--- config.mk ---
export PLATFORM = sky130hd
export DESIGN_NAME = fetch_stage_flat
export DESIGN_NICKNAME = d
export VERILOG_FILES = /design/src/rtl/fetch_stage_if.sv /design/src/rtl/fetch_stage.sv /design/src/flat_wrapper.sv
export SDC_FILE = /design/constraint.sdc
export NUM_CORES = 1
export LEC_CHECK = 0
export CAP_MARGIN = 20
export CORE_MARGIN = 2
export CORE_UTILIZATION = 40
export DETAILED_ROUTE_END_ITERATION = 10
export DONT_BUFFER_PORTS = 1
export HOLD_SLACK_MARGIN = 0.05
export SYNTH_ARGS = -nofsm -noshare
export SYNTH_HDL_FRONTEND = slang
export SYNTH_SLANG_ARGS = --single-unit
--- constraint.sdc ---
create_clock -name clk -period 5.87 [get_ports clk]
set_input_delay 1.761 -clock clk [delete_from_list [all_inputs] [get_ports clk]]
set_output_delay 1.761 -clock clk [all_outputs]
set_load 0.01 [all_outputs]
--- src/rtl/fetch_stage_if.sv ---
// rtl/fetch_stage_if.sv - bus bundle between fetch_stage, instruction memory and controller
// Signals:
//   imem_addr/imem_req      fetch stage -> memory, fetch address and request
//   imem_rdata/imem_valid   memory -> fetch stage, instruction word and completion
//   pccontrol/flush/target/boffset/stall  controller -> fetch stage, next-PC steering
//   instr/instr_valid/pc_out/halted       fetch stage -> controller
// Modports: master = fetch stage view, slave = memory/controller view.
interface fetch_stage_if #(
  parameter int unsigned PC_WIDTH = 8
);
  logic [PC_WIDTH-1:0] imem_addr;
  logic                imem_req;
  logic [7:0]          imem_rdata;
  logic                imem_valid;
  logic [2:0]          pccontrol;
  logic                flush;
  logic [PC_WIDTH-1:0] target;
  logic [7:0]          boffset;
  logic                stall;
  logic [7:0]          instr;
  logic                instr_valid;
  logic [PC_WIDTH-1:0] pc_out;
  logic                halted;

  modport master (
    output imem_addr, imem_req, instr, instr_valid, pc_out, halted,
    input  imem_rdata, imem_valid, pccontrol, flush, target, boffset, stall
  );

  modport slave (
    input  imem_addr, imem_req, instr, instr_valid, pc_out, halted,
    output imem_rdata, imem_valid, pccontrol, flush, target, boffset, stall
  );
endinterface

--- src/rtl/fetch_stage.sv ---
// rtl/fetch_stage.sv - instruction fetch stage with one outstanding imem transaction
// Ports:
//   clk      sole clock, rising edge
//   reset_n  asynchronous active-low reset
//   bus      fetch_stage_if.master (imem handshake, controller steering, instruction out)
// Optional feature: define FETCH_STAGE_PC_RAS_EN to build a RAS_DEPTH-entry
// return-address stack used by pccontrol 011 (call) and 100 (return).
module fetch_stage #(
  parameter int unsigned         PC_WIDTH  = 8,
  parameter logic [PC_WIDTH-1:0] RESET_PC  = '0,
  parameter logic [7:0]          NOP_INSTR = 8'h00,
  parameter int unsigned         RAS_DEPTH = 4
) (
  input logic           clk,
  input logic           reset_n,
  fetch_stage_if.master bus
);

  typedef enum logic [1:0] {
    S_REQ  = 2'd0,
    S_HOLD = 2'd1,
    S_HALT = 2'd2
  } state_t;

  localparam logic [PC_WIDTH-1:0] PC_ONE = PC_WIDTH'(1);

  state_t              r_state, w_state_nxt;
  logic [PC_WIDTH-1:0] r_fetch_pc, w_fetch_pc_nxt;
  logic [PC_WIDTH-1:0] r_pc_out, w_pc_out_nxt;
  logic [PC_WIDTH-1:0] r_redirect_pc, w_redirect_nxt;
  logic [7:0]          r_instr, w_instr_nxt;
  logic                r_instr_valid, w_valid_nxt;
  logic                r_kill, w_kill_nxt;
  logic                r_imem_req;
  logic                r_halted;

  logic [PC_WIDTH-1:0] w_boff_ext;
  logic [PC_WIDTH-1:0] w_next_pc;
  logic                w_halt_sel;
  logic                w_accept;
  logic                w_consume;

  // imem_req is already low in the first cycle after reset, so the accept
  // gate also filters any stray response left over from before reset.
  assign w_accept   = (r_state == S_REQ) && r_imem_req && bus.imem_valid;
  assign w_consume  = (r_state == S_HOLD) && !bus.flush && !bus.stall;
  assign w_boff_ext = PC_WIDTH'($signed(bus.boffset));

`ifdef FETCH_STAGE_PC_RAS_EN
  localparam int unsigned RAS_CW = $clog2(RAS_DEPTH + 1);

  // Entry 0 is the top of stack; a push shifts everything down so the
  // oldest entry falls off the bottom when the stack is full.
  logic [PC_WIDTH-1:0] r_ras [RAS_DEPTH];
  logic [RAS_CW-1:0]   r_ras_cnt;
  logic                w_push;
  logic                w_pop;
`else
  logic w_unused_ras;
  assign w_unused_ras = (RAS_DEPTH != 0);
`endif

  always_comb begin
    w_next_pc  = r_pc_out + PC_ONE;
    w_halt_sel = 1'b0;
`ifdef FETCH_STAGE_PC_RAS_EN
    w_push     = 1'b0;
    w_pop      = 1'b0;
`endif
    case (bus.pccontrol)
      3'b001: w_next_pc = r_pc_out + w_boff_ext;
      3'b010: w_next_pc = bus.target;
`ifdef FETCH_STAGE_PC_RAS_EN
      3'b011: begin
        w_next_pc = bus.target;
        w_push    = 1'b1;
      end
      3'b100: begin
        if (r_ras_cnt != '0) begin
          w_next_pc = r_ras[0];
          w_pop     = 1'b1;
        end else begin
          w_next_pc = bus.target;
        end
      end
`else
      3'b011: w_next_pc = bus.target;
`endif
      3'b111: w_halt_sel = 1'b1;
      default: ;
    endcase
  end

  always_comb begin
    w_state_nxt    = r_state;
    w_fetch_pc_nxt = r_fetch_pc;
    w_pc_out_nxt   = r_pc_out;
    w_redirect_nxt = r_redirect_pc;
    w_instr_nxt    = r_instr;
    w_valid_nxt    = r_instr_valid;
    w_kill_nxt     = r_kill;
    case (r_state)
      S_REQ: begin
        if (bus.flush) begin
          if (w_accept) begin
            // Response and flush coincide: drop the word and redirect now.
            w_fetch_pc_nxt = bus.target;
            w_kill_nxt     = 1'b0;
          end else begin
            // Address must stay put until the outstanding response returns.
            w_redirect_nxt = bus.target;
            w_kill_nxt     = 1'b1;
          end
        end else if (w_accept) begin
          if (r_kill) begin
            w_fetch_pc_nxt = r_redirect_pc;
            w_kill_nxt     = 1'b0;
          end else begin
            w_instr_nxt  = bus.imem_rdata;
            w_valid_nxt  = 1'b1;
            w_pc_out_nxt = r_fetch_pc;
            w_state_nxt  = S_HOLD;
          end
        end
      end
      S_HOLD: begin
        if (bus.flush) begin
          w_valid_nxt    = 1'b0;
          w_instr_nxt    = NOP_INSTR;
          w_fetch_pc_nxt = bus.target;
          w_state_nxt    = S_REQ;
        end else if (!bus.stall) begin
          w_valid_nxt = 1'b0;
          w_instr_nxt = NOP_INSTR;
          if (w_halt_sel) begin
            w_state_nxt = S_HALT;
          end else begin
            w_fetch_pc_nxt = w_next_pc;
            w_state_nxt    = S_REQ;
          end
        end
      end
      S_HALT: begin
        w_valid_nxt = 1'b0;
        w_instr_nxt = NOP_INSTR;
      end
      default: w_state_nxt = S_REQ;
    endcase
  end

  always_ff @(posedge clk or negedge reset_n) begin
    if (!reset_n) begin
      r_state       <= S_REQ;
      r_fetch_pc    <= RESET_PC;
      r_pc_out      <= '0;
      r_redirect_pc <= '0;
      r_instr       <= NOP_INSTR;
      r_instr_valid <= 1'b0;
      r_kill        <= 1'b0;
      r_imem_req    <= 1'b0;
      r_halted      <= 1'b0;
    end else begin
      r_state       <= w_state_nxt;
      r_fetch_pc    <= w_fetch_pc_nxt;
      r_pc_out      <= w_pc_out_nxt;
      r_redirect_pc <= w_redirect_nxt;
      r_instr       <= w_instr_nxt;
      r_instr_valid <= w_valid_nxt;
      r_kill        <= w_kill_nxt;
      r_imem_req    <= (w_state_nxt == S_REQ);
      r_halted      <= (w_state_nxt == S_HALT);
    end
  end

`ifdef FETCH_STAGE_PC_RAS_EN
  always_ff @(posedge clk or negedge reset_n) begin
    if (!reset_n) begin
      r_ras_cnt <= '0;
      for (int i = 0; i < RAS_DEPTH; i++) begin
        r_ras[i] <= '0;
      end
    end else if (w_consume && w_push) begin
      for (int i = RAS_DEPTH - 1; i > 0; i--) begin
        r_ras[i] <= r_ras[i-1];
      end
      r_ras[0] <= r_pc_out + PC_ONE;
      if (r_ras_cnt != RAS_CW'(RAS_DEPTH)) begin
        r_ras_cnt <= r_ras_cnt + RAS_CW'(1);
      end
    end else if (w_consume && w_pop) begin
      for (int i = 0; i < RAS_DEPTH - 1; i++) begin
        r_ras[i] <= r_ras[i+1];
      end
      r_ras[RAS_DEPTH-1] <= '0;
      r_ras_cnt          <= r_ras_cnt - RAS_CW'(1);
    end
  end
`endif

  assign bus.imem_addr   = r_fetch_pc;
  assign bus.imem_req    = r_imem_req;
  assign bus.instr       = r_instr;
  assign bus.instr_valid = r_instr_valid;
  assign bus.pc_out      = r_pc_out;
  assign bus.halted      = r_halted;

endmodule

--- src/flat_wrapper.sv ---
// flat-port wrapper written by rule: the top's interface ports become plain ports
module fetch_stage_flat 
#(
  parameter int unsigned         PC_WIDTH  = 8,
  parameter logic [PC_WIDTH-1:0] RESET_PC  = '0,
  parameter logic [7:0]          NOP_INSTR = 8'h00,
  parameter int unsigned         RAS_DEPTH = 4
)
  (clk, reset_n, bus_imem_addr, bus_imem_req, bus_instr, bus_instr_valid, bus_pc_out, bus_halted, bus_imem_rdata, bus_imem_valid, bus_pccontrol, bus_flush, bus_target, bus_boffset, bus_stall);
  fetch_stage_if #(.PC_WIDTH(PC_WIDTH)) bus_i ();
  input logic clk;
  input logic reset_n;
  output wire logic [$bits(bus_i.imem_addr)-1:0] bus_imem_addr;
  output wire logic [$bits(bus_i.imem_req)-1:0] bus_imem_req;
  output wire logic [$bits(bus_i.instr)-1:0] bus_instr;
  output wire logic [$bits(bus_i.instr_valid)-1:0] bus_instr_valid;
  output wire logic [$bits(bus_i.pc_out)-1:0] bus_pc_out;
  output wire logic [$bits(bus_i.halted)-1:0] bus_halted;
  input wire logic [$bits(bus_i.imem_rdata)-1:0] bus_imem_rdata;
  input wire logic [$bits(bus_i.imem_valid)-1:0] bus_imem_valid;
  input wire logic [$bits(bus_i.pccontrol)-1:0] bus_pccontrol;
  input wire logic [$bits(bus_i.flush)-1:0] bus_flush;
  input wire logic [$bits(bus_i.target)-1:0] bus_target;
  input wire logic [$bits(bus_i.boffset)-1:0] bus_boffset;
  input wire logic [$bits(bus_i.stall)-1:0] bus_stall;
  assign bus_imem_addr = bus_i.imem_addr;
  assign bus_imem_req = bus_i.imem_req;
  assign bus_instr = bus_i.instr;
  assign bus_instr_valid = bus_i.instr_valid;
  assign bus_pc_out = bus_i.pc_out;
  assign bus_halted = bus_i.halted;
  assign bus_i.imem_rdata = bus_imem_rdata;
  assign bus_i.imem_valid = bus_imem_valid;
  assign bus_i.pccontrol = bus_pccontrol;
  assign bus_i.flush = bus_flush;
  assign bus_i.target = bus_target;
  assign bus_i.boffset = bus_boffset;
  assign bus_i.stall = bus_stall;
  fetch_stage #(.PC_WIDTH(PC_WIDTH), .RESET_PC(RESET_PC), .NOP_INSTR(NOP_INSTR), .RAS_DEPTH(RAS_DEPTH)) u_core (.clk(clk), .reset_n(reset_n), .bus(bus_i));
endmodule
-- After elaboration in Yosys (flattened, before gate mapping)
Cells that the tools add are included.
- muxes and demuxes: 32
- reduce and logical (&&, ||, !) cells: 13
- equality and inequality tests: 13
- bitwise operators: 3
- add/subtract/negate cells: 2
- operators by type and width (kind ; number):
    $mux 8 ; 12
    $pmux 8 s2 ; 2
    $pmux 8 s3 ; 1
    $mux 2 ; 6
    $reduce_and 5->1 ; 2
    $mux 1 ; 9
    $add 8x1->8 const B ; 1
    $add 8x8->8 ; 1
    $eq 3x2->1 const B ; 2
    $ne 3x3->1 const B ; 2
    $pmux 2 s3 ; 1
    $eq 2x2->1 const B ; 2
    $logic_not 2->1 ; 2
    $ne 2x2->1 const B ; 2
    $reduce_and 4->1 ; 1
    $reduce_bool 2->1 ; 2
    $eq 3x1->1 const B ; 1
    $eq 3x3->1 const B ; 1
    $ne 3x2->1 const B ; 1
    $not 1->1 ; 3
    $pmux 1 s3 ; 1
    $reduce_and 3->1 ; 1
    $reduce_bool 3->1 ; 1
    $eq 2x1->1 const B ; 1
    other kinds (4) ; 5
- bits in registers: 38
- bits of input ports: 32
- output and inout bits: 27
- logic and storage cells: 72

-- Logic depth before layout (Yosys ltp)
- depth in word-level cells: 7
- gate-level depth with buffers: 9
- gate-level depth less buffers: 9

-- Least setup slack after synthesis
Ideal clock, no wire load.
- path type: input-to-reg
- from: input bus_pccontrol[2]
- to: register u_core.r_fetch_pc[1], in the netlist u_core.bus.imem_addr[1]
- required time: 5.806 ns
- path slack: 2.138 ns
- setup time: 0.064 ns
- stages: 8
- buffers on the path: 0
- arrival: 3.667 ns
- path through: nor3b_1 > nand2b_1 > ha_1 > inv_1 > fa_1 > or3_2 > a31oi_1 > mux2_2
- word-level cells in the longest chain between the ends: 7
- elaborated cells on any way between the ends: 13
- those cells by class: eq/ne: 5; mux: 6; reduce/logical: 2
- RTL lines (what ; RTL line ; RTL):
    start, declared ; flat_wrapper.sv:21 ; input wire logic [$bits(bus_i.pccontrol)-1:0] bus_pccontrol;
    $eq 3x2->1 ; fetch_stage.sv:70 ; case (bus.pccontrol)
    $reduce_or 2->1 (no line) ; n/a ;
    $pmux 8 s2 ; fetch_stage.sv:70 ;
    $mux 8 ; fetch_stage.sv:135 ; if (w_halt_sel) begin
    $mux 8 ; fetch_stage.sv:132 ; end else if (!bus.stall) begin
    $mux 8 ; fetch_stage.sv:127 ; if (bus.flush) begin
    $pmux 8 s2 ; fetch_stage.sv:102 ; case (r_state)
    end signal, assigned ; fetch_stage.sv:164 ; r_fetch_pc <= w_fetch_pc_nxt;
    end, declared ; fetch_stage.sv:28 ; logic [PC_WIDTH-1:0] r_fetch_pc, w_fetch_pc_nxt;
Parallel ways exist; a longest one is shown, timed or not. The select of a mux whose other input is x is not followed.
A chain may end at the register's enable or synchronous reset.

-- Worst setup path in the final report
- from: input bus_pccontrol[2]
- to: register u_core.r_fetch_pc[5], in the netlist u_core.bus.imem_addr[5]
The elaborated chain is that of the path after synthesis.

==> metrics.txt <==
status=finished, final reports clean; Async S/R FF share, synth=1.00; Slew Limit Fails=0; CP endpoint kind=register; PostCTS Resize Cnt=0; FMAX=260 MHz; Initial Util=0.407; final setup fails=0; Setup TNS Final=0 ns; # hold bufs at CTS=0; Post-DP Area=2400 um^2; Core Rows=28; Synth Register Bits=38; Post-Syn Nets=269; Seq/Total Area, Yosys=0.401; area of the multi-input gates=1280 um^2; total congestion overflow=0; dominant cells by area after synthesis=dfrtp_1 (40%), mux2_2 (9.5%), ha_1 (5.8%), o41ai_1 (4.1%), o21ai_0 (3.8%); Starting DRT DRC Count=57; first drt pass iteration count=5; All-Layer GR Usage=0.178; hold slack=0.500 ns; Max Buffers Root-to-Sink=2; synth warn=0; commonest register cell after synthesis=dfrtp_1; Yosys cell types=53; dpl hpwl=4.00 mm; Synth area leader=dfrtp_1; Worst R2R Setup Slack=3.47 ns; die height=81.0 um; # DRC=0; CTS Root Cell=clkbuf_8; most common cell in the netlist=dfrtp_1; RSZ-0062 raised after global routing=no; via count=1785; detailed-route wire length per cell=18.3 um; syn avg cell area=10.5 um^2; initial antenna violation count=0; WP data arrival=4.02 ns; Num CTS Buffers=5; peak fanout along the critical path=7; vias per cell=5.97; fin nets=268; ratio of cells with drive above 1 in the final layout=0.179; H-tree level count=2; top cell type's share of synthesized area=0.401; Port Buffer Count=0; final worst-path cycle share=0.656; CORE AREA=5820 um^2; maxcap violations=0; mapped cell area=2370 um^2; worst vdd ir=0.161 mV; Routed WL=5.46 mm; GPL Wtd Cong=0.855; area delta synth->final=4.44%; first-pass GRT wire length=8.83 mm; CTS tree=done; Power Density=374 nW/um^2; die area=6550 um^2; final instance area=2470 um^2; IO Pins=59; Worst-path clk slew=0.08 ns; static leakage=1.07 nW; Post-Route Utilization=0.425; clk_skew=0.00838 ns; Clock Sinks=38; Antenna diodes=0; Slew @ Worst Pin=0.767 ns; final antenna-violating net count=0; Setup crit start kind=input pin; Hold Fails Final Rpt=0; number of synthesized flops with an enable pin=0; Post-CTS Setup Bufs=0; Reg area=951 um^2; Mapped Cells=225; kind of critical path=input pin to register; clk_lat worst skew=0.29 ns; most instantiated cells after synthesis=dfrtp_1 (38), mux2_2 (20), inv_1 (18), o21ai_0 (18); fill cell count=590; width of the die=81.0 um; required time of the critical path=6.04 ns; Hold Path Class=register to register; pin count of the biggest net entering global routing=39; vias in the first global route=1700; headroom to the max-slew limit=0.487; post-layout minimum cycle time=3.85 ns
[registers in the layout (all words and copies together), names as in the netlist]
signal / flops
u_core.bus.instr_valid: 1
u_core.bus.instr: 8
u_core.bus.imem_req: 1
u_core.r_state: 2
u_core.bus.halted: 1
u_core.r_kill: 1
u_core.bus.imem_addr: 8
u_core.bus.pc_out: 8
u_core.r_redirect_pc: 8
[final timing paths]
kind / startpoint / end / depth (start not counted)
max in group asynchronous: reset_n / u_core.r_redirect_pc[7]$_DFFE_PN0P_ / 0
worst max register to register: u_core.r_state[1]$_DFF_PN0_ / u_core.bus.halted$_DFF_PN0_ / 6
min in group asynchronous: reset_n / u_core.bus.pc_out[5]$_DFFE_PN0P_ / 0
worst min-delay path: u_core.r_redirect_pc[6]$_DFFE_PN0P_ / u_core.r_redirect_pc[6]$_DFFE_PN0P_ / 1
worst max-delay path: bus_pccontrol[2] / u_core.bus.imem_addr[5]$_DFFE_PN0P_ / 8
worst min register to register: u_core.r_redirect_pc[6]$_DFFE_PN0P_ / u_core.r_redirect_pc[6]$_DFFE_PN0P_ / 1
[worst max-delay path, stage by stage]
cell       delay (ns)
nor3b_1          0.62
nand2_1          0.21
inv_1            0.09
ha_1             0.24
a211oi_1         0.36
o21ai_0          0.19
a2111oi_0        0.43
o41ai_1          0.12
[cell type report]
type | count | area share
multi-input cells | 160 | 0.518
flip-flops and latches | 38 | 0.384
well taps | 75 | 0.0379
clock buffers | 7 | 0.0309
inverters | 19 | 0.0288
[power by group]
part	internal [mW]	switching (mW)	total, mW
Combinational	0.143	0.144	0.287
Clock	0.0819	0.0899	0.172
Sequential	0.357	0.109	0.467
Total	0.582	0.343	0.926
[cells by family (layout without fill, tap and decap cells)]
kind of cell               count (synthesis)  after routing  share of synthesized area
AOI/OAI and AO/OA                         74             74                      0.233
and+or+nand+nor                           52             52                      0.138
DFF                                       38             38                      0.401
buffers and inverters                     27             26                     0.0576
muxes                                     21             21                     0.0993
adders and majority gates                 12             12                     0.0666
xor gates and xnor gates                   1              1                    0.00370
[stage by stage]
step | cells | power, mW | worst slack (ns)
3_5_place_dp | 292 | 0.762 | 1.67
5_1_grt | 299 | 0.995 | 1.70
3_3_place_gp | 292 | 0.756 | 1.73
6_report | 299 | 0.926 | 2.02
2_1_floorplan | 225 | 0.692 | 2.14
4_1_cts | 299 | 0.937 | 1.98
[placed cells by master (no fill, tap or decap), types with 2 or more instances in the layout]
| cell type | count |
|---|---|
| dfrtp_1 | 38 |
| mux2_2 | 20 |
| inv_1 | 18 |
| o21ai_0 | 18 |
| a211oi_1 | 11 |
| nor2_1 | 11 |
| o41ai_1 | 11 |
| ha_1 | 11 |
| nand2_1 | 7 |
| nor2b_1 | 7 |
| o211ai_1 | 7 |
| and2_1 | 5 |
| clkbuf_8 | 5 |
| nor3b_1 | 3 |
| nand3_1 | 3 |
| a21o_1 | 3 |
| a21oi_1 | 3 |
| a31oi_1 | 3 |
| o21a_1 | 2 |
| a2111oi_0 | 2 |
| a211o_2 | 2 |
| and4b_1 | 2 |
| or2b_1 | 2 |
| a21oi_2 | 2 |
| o32ai_1 | 2 |
| clkbuf_1 | 2 |
[layer usage]
layer  up-vias  global-route usage  routed length [um]
met5         -                   0                   0
met4         0              0.0441                  65
met3         7              0.0656                 412
met2        58               0.288                2580
met1       874               0.224                2400
li1        846                   -                   -
Note: power is estimated with default switching activity, not from simulation.
